**config.mk**
```make
export PLATFORM = sky130hd
export DESIGN_NAME = uart_op_tx
export DESIGN_NICKNAME = d
export VERILOG_FILES = /design/src/rtl/uart_op_tx.sv
export SDC_FILE = /design/constraint.sdc
export NUM_CORES = 1
export LEC_CHECK = 0
export CORE_ASPECT_RATIO = 0.6
export CORE_UTILIZATION = 31
export DETAILED_ROUTE_END_ITERATION = 6
export GPL_TIMING_DRIVEN = 0
export SETUP_SLACK_MARGIN = 0.15
export SLEW_MARGIN = 10
export SYNTH_ARGS = -nofsm -noshare
export SYNTH_HDL_FRONTEND = slang
export SYNTH_SLANG_ARGS = --single-unit
```
**constraint.sdc**
```tcl
create_clock -name i_clock -period 2.2 [get_ports i_clock]
set_input_delay 0.22 -clock i_clock [delete_from_list [all_inputs] [get_ports i_clock]]
set_output_delay 0.22 -clock i_clock [all_outputs]
set_load 0.01 [all_outputs]
```
**src/rtl/uart_op_tx.sv**
```systemverilog
// Host-side UART sequencer: sends operand A, operand B and opcode as three contiguous LSB-first frames.
// Define UART_PARITY_EN to append an odd-parity bit after each frame's payload.
module uart_op_tx #(
    parameter int DATA_WIDTH = 8,
    parameter int CLK_FREQ   = 5_000_000,
    parameter int BAUD_RATE  = 9600
) (
    input  logic                  i_clock,
    input  logic                  i_reset,
    input  logic                  i_start,
    input  logic [DATA_WIDTH-1:0] i_data_a,
    input  logic [DATA_WIDTH-1:0] i_data_b,
    input  logic [DATA_WIDTH-1:0] i_opcode,
    output logic                  o_tx,
    output logic                  o_busy,
    output logic                  o_frame_done,
    output logic                  o_done
);

    localparam int BAUD_DIV = CLK_FREQ / BAUD_RATE;
    localparam int CNT_W    = $clog2(BAUD_DIV);
    localparam int BIT_W    = $clog2(DATA_WIDTH + 1);
    localparam logic [CNT_W-1:0] CNT_LAST = CNT_W'(BAUD_DIV - 1);
    localparam logic [CNT_W-1:0] CNT_PRE  = CNT_W'(BAUD_DIV - 2);
    localparam logic [BIT_W-1:0] BIT_LAST = BIT_W'(DATA_WIDTH - 1);

`ifdef UART_PARITY_EN
    typedef enum logic [2:0] {IDLE, START, DATA, PARITY, STOP} state_t;
`else
    typedef enum logic [2:0] {IDLE, START, DATA, STOP} state_t;
`endif

    state_t                    state, state_nxt;
    logic [CNT_W-1:0]          baud_cnt, baud_cnt_nxt;
    logic [BIT_W-1:0]          bit_idx, bit_idx_nxt;
    logic [1:0]                frame_idx, frame_idx_nxt;
    logic [3*DATA_WIDTH-1:0]   frames, frames_nxt;
    logic [DATA_WIDTH-1:0]     data_sh, data_sh_nxt, data_shr;
    logic                      tx_nxt, busy_nxt, frame_done_nxt, done_nxt;
    logic                      bit_end;

    assign bit_end  = (baud_cnt == CNT_LAST);
    assign data_shr = data_sh >> 1;

    always_ff @(posedge i_clock or negedge i_reset) begin
        if (!i_reset) begin
            state        <= IDLE;
            baud_cnt     <= '0;
            bit_idx      <= '0;
            frame_idx    <= '0;
            frames       <= '0;
            data_sh      <= '0;
            o_tx         <= 1'b1;
            o_busy       <= 1'b0;
            o_frame_done <= 1'b0;
            o_done       <= 1'b0;
        end else begin
            state        <= state_nxt;
            baud_cnt     <= baud_cnt_nxt;
            bit_idx      <= bit_idx_nxt;
            frame_idx    <= frame_idx_nxt;
            frames       <= frames_nxt;
            data_sh      <= data_sh_nxt;
            o_tx         <= tx_nxt;
            o_busy       <= busy_nxt;
            o_frame_done <= frame_done_nxt;
            o_done       <= done_nxt;
        end
    end

    // Outputs are registered: next-state logic computes the line level for the bit about to start.
    always_comb begin
        state_nxt      = state;
        baud_cnt_nxt   = baud_cnt;
        bit_idx_nxt    = bit_idx;
        frame_idx_nxt  = frame_idx;
        frames_nxt     = frames;
        data_sh_nxt    = data_sh;
        tx_nxt         = o_tx;
        busy_nxt       = o_busy;
        frame_done_nxt = 1'b0;
        done_nxt       = 1'b0;

        if (state != IDLE)
            baud_cnt_nxt = bit_end ? '0 : baud_cnt + 1'b1;

        case (state)
            IDLE: begin
                if (i_start) begin
                    state_nxt     = START;
                    frames_nxt    = {i_opcode, i_data_b, i_data_a};
                    frame_idx_nxt = '0;
                    bit_idx_nxt   = '0;
                    baud_cnt_nxt  = '0;
                    tx_nxt        = 1'b0;
                    busy_nxt      = 1'b1;
                end
            end
            START: begin
                if (bit_end) begin
                    state_nxt   = DATA;
                    data_sh_nxt = frames[DATA_WIDTH-1:0];
                    bit_idx_nxt = '0;
                    tx_nxt      = frames[0];
                end
            end
            DATA: begin
                if (bit_end) begin
                    if (bit_idx == BIT_LAST) begin
`ifdef UART_PARITY_EN
                        state_nxt = PARITY;
                        tx_nxt    = ~^frames[DATA_WIDTH-1:0];
`else
                        state_nxt = STOP;
                        tx_nxt    = 1'b1;
`endif
                    end else begin
                        bit_idx_nxt = bit_idx + 1'b1;
                        data_sh_nxt = data_shr;
                        tx_nxt      = data_shr[0];
                    end
                end
            end
`ifdef UART_PARITY_EN
            PARITY: begin
                if (bit_end) begin
                    state_nxt = STOP;
                    tx_nxt    = 1'b1;
                end
            end
`endif
            STOP: begin
                // Pulses are registered, so they are raised one clock early to land on the last stop clock.
                if (baud_cnt == CNT_PRE) begin
                    frame_done_nxt = 1'b1;
                    done_nxt       = (frame_idx == 2'd2);
                end
                if (bit_end) begin
                    if (frame_idx == 2'd2) begin
                        state_nxt = IDLE;
                        busy_nxt  = 1'b0;
                    end else begin
                        state_nxt     = START;
                        frame_idx_nxt = frame_idx + 1'b1;
                        frames_nxt    = frames >> DATA_WIDTH;
                        tx_nxt        = 1'b0;
                    end
                end
            end
            default: begin
                state_nxt = IDLE;
                tx_nxt    = 1'b1;
                busy_nxt  = 1'b0;
            end
        endcase
    end

endmodule
```
== Yosys cells after proc, flatten, opt, wreduce, memory -nomap -nowiden ==
Index checks and enable logic that the tools add are counted.
Widths: inputs -> output; s select.

* Input bits: 27
* Output and inout port bits: 4
* Bits in registers: 55
* Word-level logic and storage cells: 84

* Reduce and logical (&&, ||, !) cells: 12
* Muxes and demuxes: 43
* Add/sub/neg operators: 3
* Bitwise operators: 1
* Eq/ne operators: 15

{| class="wikitable"
|+ Operators by type and width
! operator !! count
|-
| $mux 24 || 3
|-
| $pmux 24 s2 || 1
|-
| $mux 10 || 4
|-
| $mux 8 || 3
|-
| $eq 10x10->1 const B || 2
|-
| $mux 4 || 4
|-
| $ne 2x2->1 const B || 8
|-
| $pmux 8 s2 || 1
|-
| $mux 3 || 5
|-
| $reduce_and 5->1 || 3
|-
| $mux 1 || 14
|-
| $pmux 3 s4 || 1
|-
| $pmux 4 s3 || 1
|-
| $reduce_and 4->1 || 3
|-
| $add 10x1->10 const B || 1
|-
| $eq 3x2->1 const B || 2
|-
| $mux 2 || 3
|-
| $reduce_bool 3->1 || 2
|-
| $add 4x1->4 const B || 1
|-
| $eq 4x3->1 const B || 1
|-
| $pmux 1 s4 || 1
|-
| $pmux 2 s2 || 1
|-
| $reduce_bool 2->1 || 2
|-
| $eq 3x1->1 const B || 1
|-
| other kinds (6) || 6
|}

== Logic depth before layout (Yosys ltp) ==
* Word-level depth: 5
* Depth in mapped cells: 7
* Mapped depth without buffers: 6

== Worst setup path after synthesis ==
Ideal clock, no wire load.

* Kind: reg2reg
* From: reg state[0]
* To: reg bit_idx[3]
* Library setup time: 0.104 ns
* Path slack: 0.122 ns
* Path buffers: 1
* Data arrival time: 1.974 ns
* Period minus slack after synthesis: 2.078 ns
* Cell stages (with the launch flop): 8
* Path through: dfrtp_1 > inv_1 > ha_1 > clkbuf_1 > and4b_1 > or3_1 > or2_2 > o311ai_1

* Longest elaborated chain between the ends: 3

{| class="wikitable"
|+ Ends and longest elaborated chain
! what !! RTL line !! RTL
|-
| start, declared || 33 || <nowiki>state_t state, state_nxt;</nowiki>
|-
| start signal, assigned || 58 || <nowiki>state <= state_nxt;</nowiki>
|-
| $eq 3x2->1, or another cell as far along || 87 || <nowiki>case (state)</nowiki>
|-
| $ne 2x2->1 (no source line) / $reduce_bool 3->1 (equally long branches) || -- ||
|-
| $reduce_and 5->1 (no source line) || -- ||
|-
| end signal, assigned || 60 || <nowiki>bit_idx <= bit_idx_nxt;</nowiki>
|-
| end, declared || 35 || <nowiki>logic [BIT_W-1:0] bit_idx, bit_idx_nxt;</nowiki>
|}

Several ways; a longest one is shown, not always the timed one.
A chain may end at the register's enable or synchronous reset.

== Worst setup path after layout ==
* From: reg baud_cnt[0]
* To: reg frames[6]

* Longest elaborated chain between the ends: 3

{| class="wikitable"
|+ Ends and longest elaborated chain
! what !! RTL line !! RTL
|-
| start, declared || 34 || <nowiki>logic [CNT_W-1:0] baud_cnt, baud_cnt_nxt;</nowiki>
|-
| start signal, assigned || 59 || <nowiki>baud_cnt <= baud_cnt_nxt;</nowiki>
|-
| $eq 10x10->1 || 42 || <nowiki>assign bit_end = (baud_cnt == CNT_LAST);</nowiki>
|-
| $ne 2x2->1 (no source line) || -- ||
|-
| $reduce_and 4->1 (no source line) || -- ||
|-
| end signal, assigned || 62 || <nowiki>frames <= frames_nxt;</nowiki>
|-
| end, declared || 37 || <nowiki>logic [3*DATA_WIDTH-1:0] frames, frames_nxt;</nowiki>
|}

No other way between the ends.

==> results.toml <==
[routing]
wl_um = 6980
dr.pass1.iters = 4
initialDrtViolationCount = 164
drtAntennaViolNets = 0
dr_total_vias = 2245
drcViolationCount = 0
wl_per_cell_um = 16.4
vias_per_cell = 5.28

[floorplanning]
die_x_um = 125
boundaryPins = 31
die_y_um = 75.5
initial_core_util_pct = 32.4
num_rows = 26
coreArea_um2 = 8620
dieArea_um2 = 9400

[power_and_ir_drop]
p_comb_share_pct = 3.9
p_seq_share_pct = 53.4
p_sw_uw = 384
power_density_nw_per_um2 = 518
swShare_pct = 21.1
internal_power_mw = 1.44
p_leak_nw = 1.54
vdd_ir_drop_max_uv = 320
clock_power_share_pct = 42.7

[setup_path]
critPathMaxStageDelay_ps = 400
r2r_cells = 7
cp.buffers_inverters = 2
worstPathRequired_ps = 2380
arrival_ps = 2250
cp_top_family = "simple AND/OR/NAND/NOR gates"
path_class = "register to register"
cp_max_fo = 10
cp_num_cells = 7
cp_slowest_cell = "dfrtp_1"
crit_chain = "ha_1, and2_0, clkbuf_2, nand4_4, or3_1, buf_2, o221a_1"
start_kind = "register"
cp-end-kind = "register"

[synth]
ys_types = 50
synth_xor_area_share_pct = 0.941
ys_top_cells_by_count = "52 x dfrtp_1, 27 x nand2_1, 17 x o22ai_1, 15 x mux2_2, 13 x o21ai_0"
synth_ff_type = "dfrtp_1"
synthesis.nets = 301
syn-cell-area_um2 = 2790
synthAdderAreaFrac_pct = 3.58
ys_ff_latch = 53
avgSynthCellArea_um2 = 10.5
synth_top_area_cell = "dfrtp_1"
synth_edf_count = 0
synth-simple-area-share_pct = 15.7
yosysWarnings = 0
synth_compound_area_share_pct = 22.9
synth_top_family_by_area = "compound AO/OA/AOI/OAI gates"
synth_most_common_cell = "dfrtp_1"
synth_area_leaders = "dfrtp_1 47%, mux2_2 6.0%, o22ai_1 3.8%, nand2_1 3.6%, o221a_1 3.6%"
synthMuxAreaShare_pct = 6.05
syn_inst = 266
yosysSeqAreaShare_pct = 47.5
yosysTopAreaCellShare_pct = 46.6
synthArstFlopShare_pct = 100

[clock_tree]
cts_made_buffers = 5
cts_max_path_buffers = 2
root_buffer = "clkbuf_16"
ctsHtreeMaxLevel = 2
cts_tree = "yes"
clk_latency_ps = 290
cts_sinks = 53
clk_pin_slew_ps = 70

[sta]
rsz0062_at_grt = "true"
worst_slew_pin_slew_ps = 699
slew_violations = 0
max_freq_ghz = 0.482
slew_headroom_pct = 53.4
period_share_pct = 94.3
finalClockSkew_ps = 7.91
holdWs_ps = -33.5
setup_viol = 0
hold_violations = 47
worst_slack_ps = 125
fin_crit_ps = 2070

[hold_path]
worst_hold_path_type = "input port to asynchronous set/reset pin"

[place]
gp_congestion = 0.766
dp_slack_ps = -39.4
portBuffers = 30
hpwl_um = 4810

[global_routing]
grtUsageMet1_pct = 24.5
grt-ovfl-total = 0
grt_use_met2_pct = 22.9
grt_max_degree = 54
busiest_layer = "met1"
track_usage_pct = 16.2
grt_pass1_vias = 2154
grt_pass1_wl_um = 11700
antenna_found_initial = 0
grt_util_met3_pct = 3.65

[finish]
antenna_cells = 0
seq_area_um2 = 1330
drive_above_1_share_pct = 18.5
fill_cells = 819
multi_input_area_um2 = 1430
syn_to_final_growth_pct = 26.1
fin_nets = 347

[job]
cap_viol_max_count = 0

[outcome]
violations = "hold timing"
outcome = "complete, but fails checks"
[placed cells by master, fill, tap and decap left out, types with 7 or more instances in the layout]
cell type,n
dfrtp_1,52
clkdlybuf4s50_1,29
nand2_1,27
o22ai_1,17
mux2_2,15
o21ai_0,13
nor2b_1,10
a21oi_1,10
o221a_1,9
buf_4,9
inv_1,8
o2bb2ai_1,8
ha_1,8
clkbuf_2,7
nand3_1,7
a2bb2oi_1,7
[flip-flops by register name, summed over array words and instances (netlist names)]
name / count
baud_cnt: 10
bit_idx: 4
data_sh: 7
frame_idx: 2
frames: 24
o_busy: 1
o_done: 1
o_frame_done: 1
o_tx: 1
state: 2
[power by group through the flow]
stage / registers (mW) / clock network [mW] / logic, mW
global route: 0.973 / 0.859 / 0.0783
detailed placement: 0.993 / 0 / 0.0730
floorplan: 0.993 / 0 / 0.00238
global placement: 0.993 / 0 / 0.0739
CTS: 0.974 / 0.803 / 0.0732
finish: 0.974 / 0.778 / 0.0709
[stage by stage]
| step | power, mW | setup TNS [ps] | area, um2 | util, % | cells |
|---|---|---|---|---|---|
| finish | 1.82 | 0 | 3520 | 40.9 | 425 |
| global route | 1.91 | 0 | 3520 | 40.9 | 425 |
| CTS | 1.85 | 0 | 3470 | 40.2 | 423 |
| detailed placement | 1.07 | -312 | 3230 | 37.5 | 408 |
| global placement | 1.07 | -44100 | 3230 | 37.5 | 408 |
| floorplan | 0.995 | 0 | 2790 | - | 266 |
[layout make-up]
type | instances | area share (%)
sequential | 53 | 37.7
clock buffer | 7 | 3.77
timing repair buffer | 39 | 10.7
multi-input combinational | 189 | 40.5
inverter | 8 | 0.853
clock inverter | 1 | 0.213
tap | 112 | 3.98
buffer | 16 | 2.31
[timing repair]
| action | 4_1_cts | 5_1_grt |
|---|---|---|
| hold buffers | 0 | 0 |
| setup endpoints to repair | 41 | 37 |
| resized for setup | 15 | 10 |
| setup buffers | 7 | 2 |
| pin swaps | 3 | 2 |
[logic make-up (layout without fill, tap and decap cells)]
logic type / after synthesis / count (layout)
xor gates and xnor gates: 3 / 3
buffers and inverters: 24 / 71
DFF: 53 / 53
AOI/OAI and AO/OA: 88 / 88
adders and majority gates: 8 / 8
and+or+nand+nor: 75 / 75
muxes: 15 / 15
[routing by layer]
| metal | share of wire, % | vias up |
|---|---|---|
| met5 | 0 | - |
| met4 | 0.66 | 0 |
| met3 | 4.6 | 5 |
| met2 | 40 | 47 |
| met1 | 55 | 1093 |
| li1 | - | 1100 |
[final timing paths]
kind	endpoint	start	slack [ps]
min in group i_clock	data_sh[7]$_DFFE_PN0P_	data_sh[7]$_DFFE_PN0P_	500
worst min register to register	data_sh[7]$_DFFE_PN0P_	data_sh[7]$_DFFE_PN0P_	500
worst max-delay path	frames[6]$_DFFE_PN0P_	baud_cnt[0]$_DFF_PN0_	130
worst max register to register	frames[6]$_DFFE_PN0P_	baud_cnt[0]$_DFF_PN0_	130
max in group asynchronous	state[1]$_DFFE_PN0P_	i_reset	1750
worst min-delay path	data_sh[3]$_DFFE_PN0P_	i_reset	-30
Power figures use the tool's default switching activity.
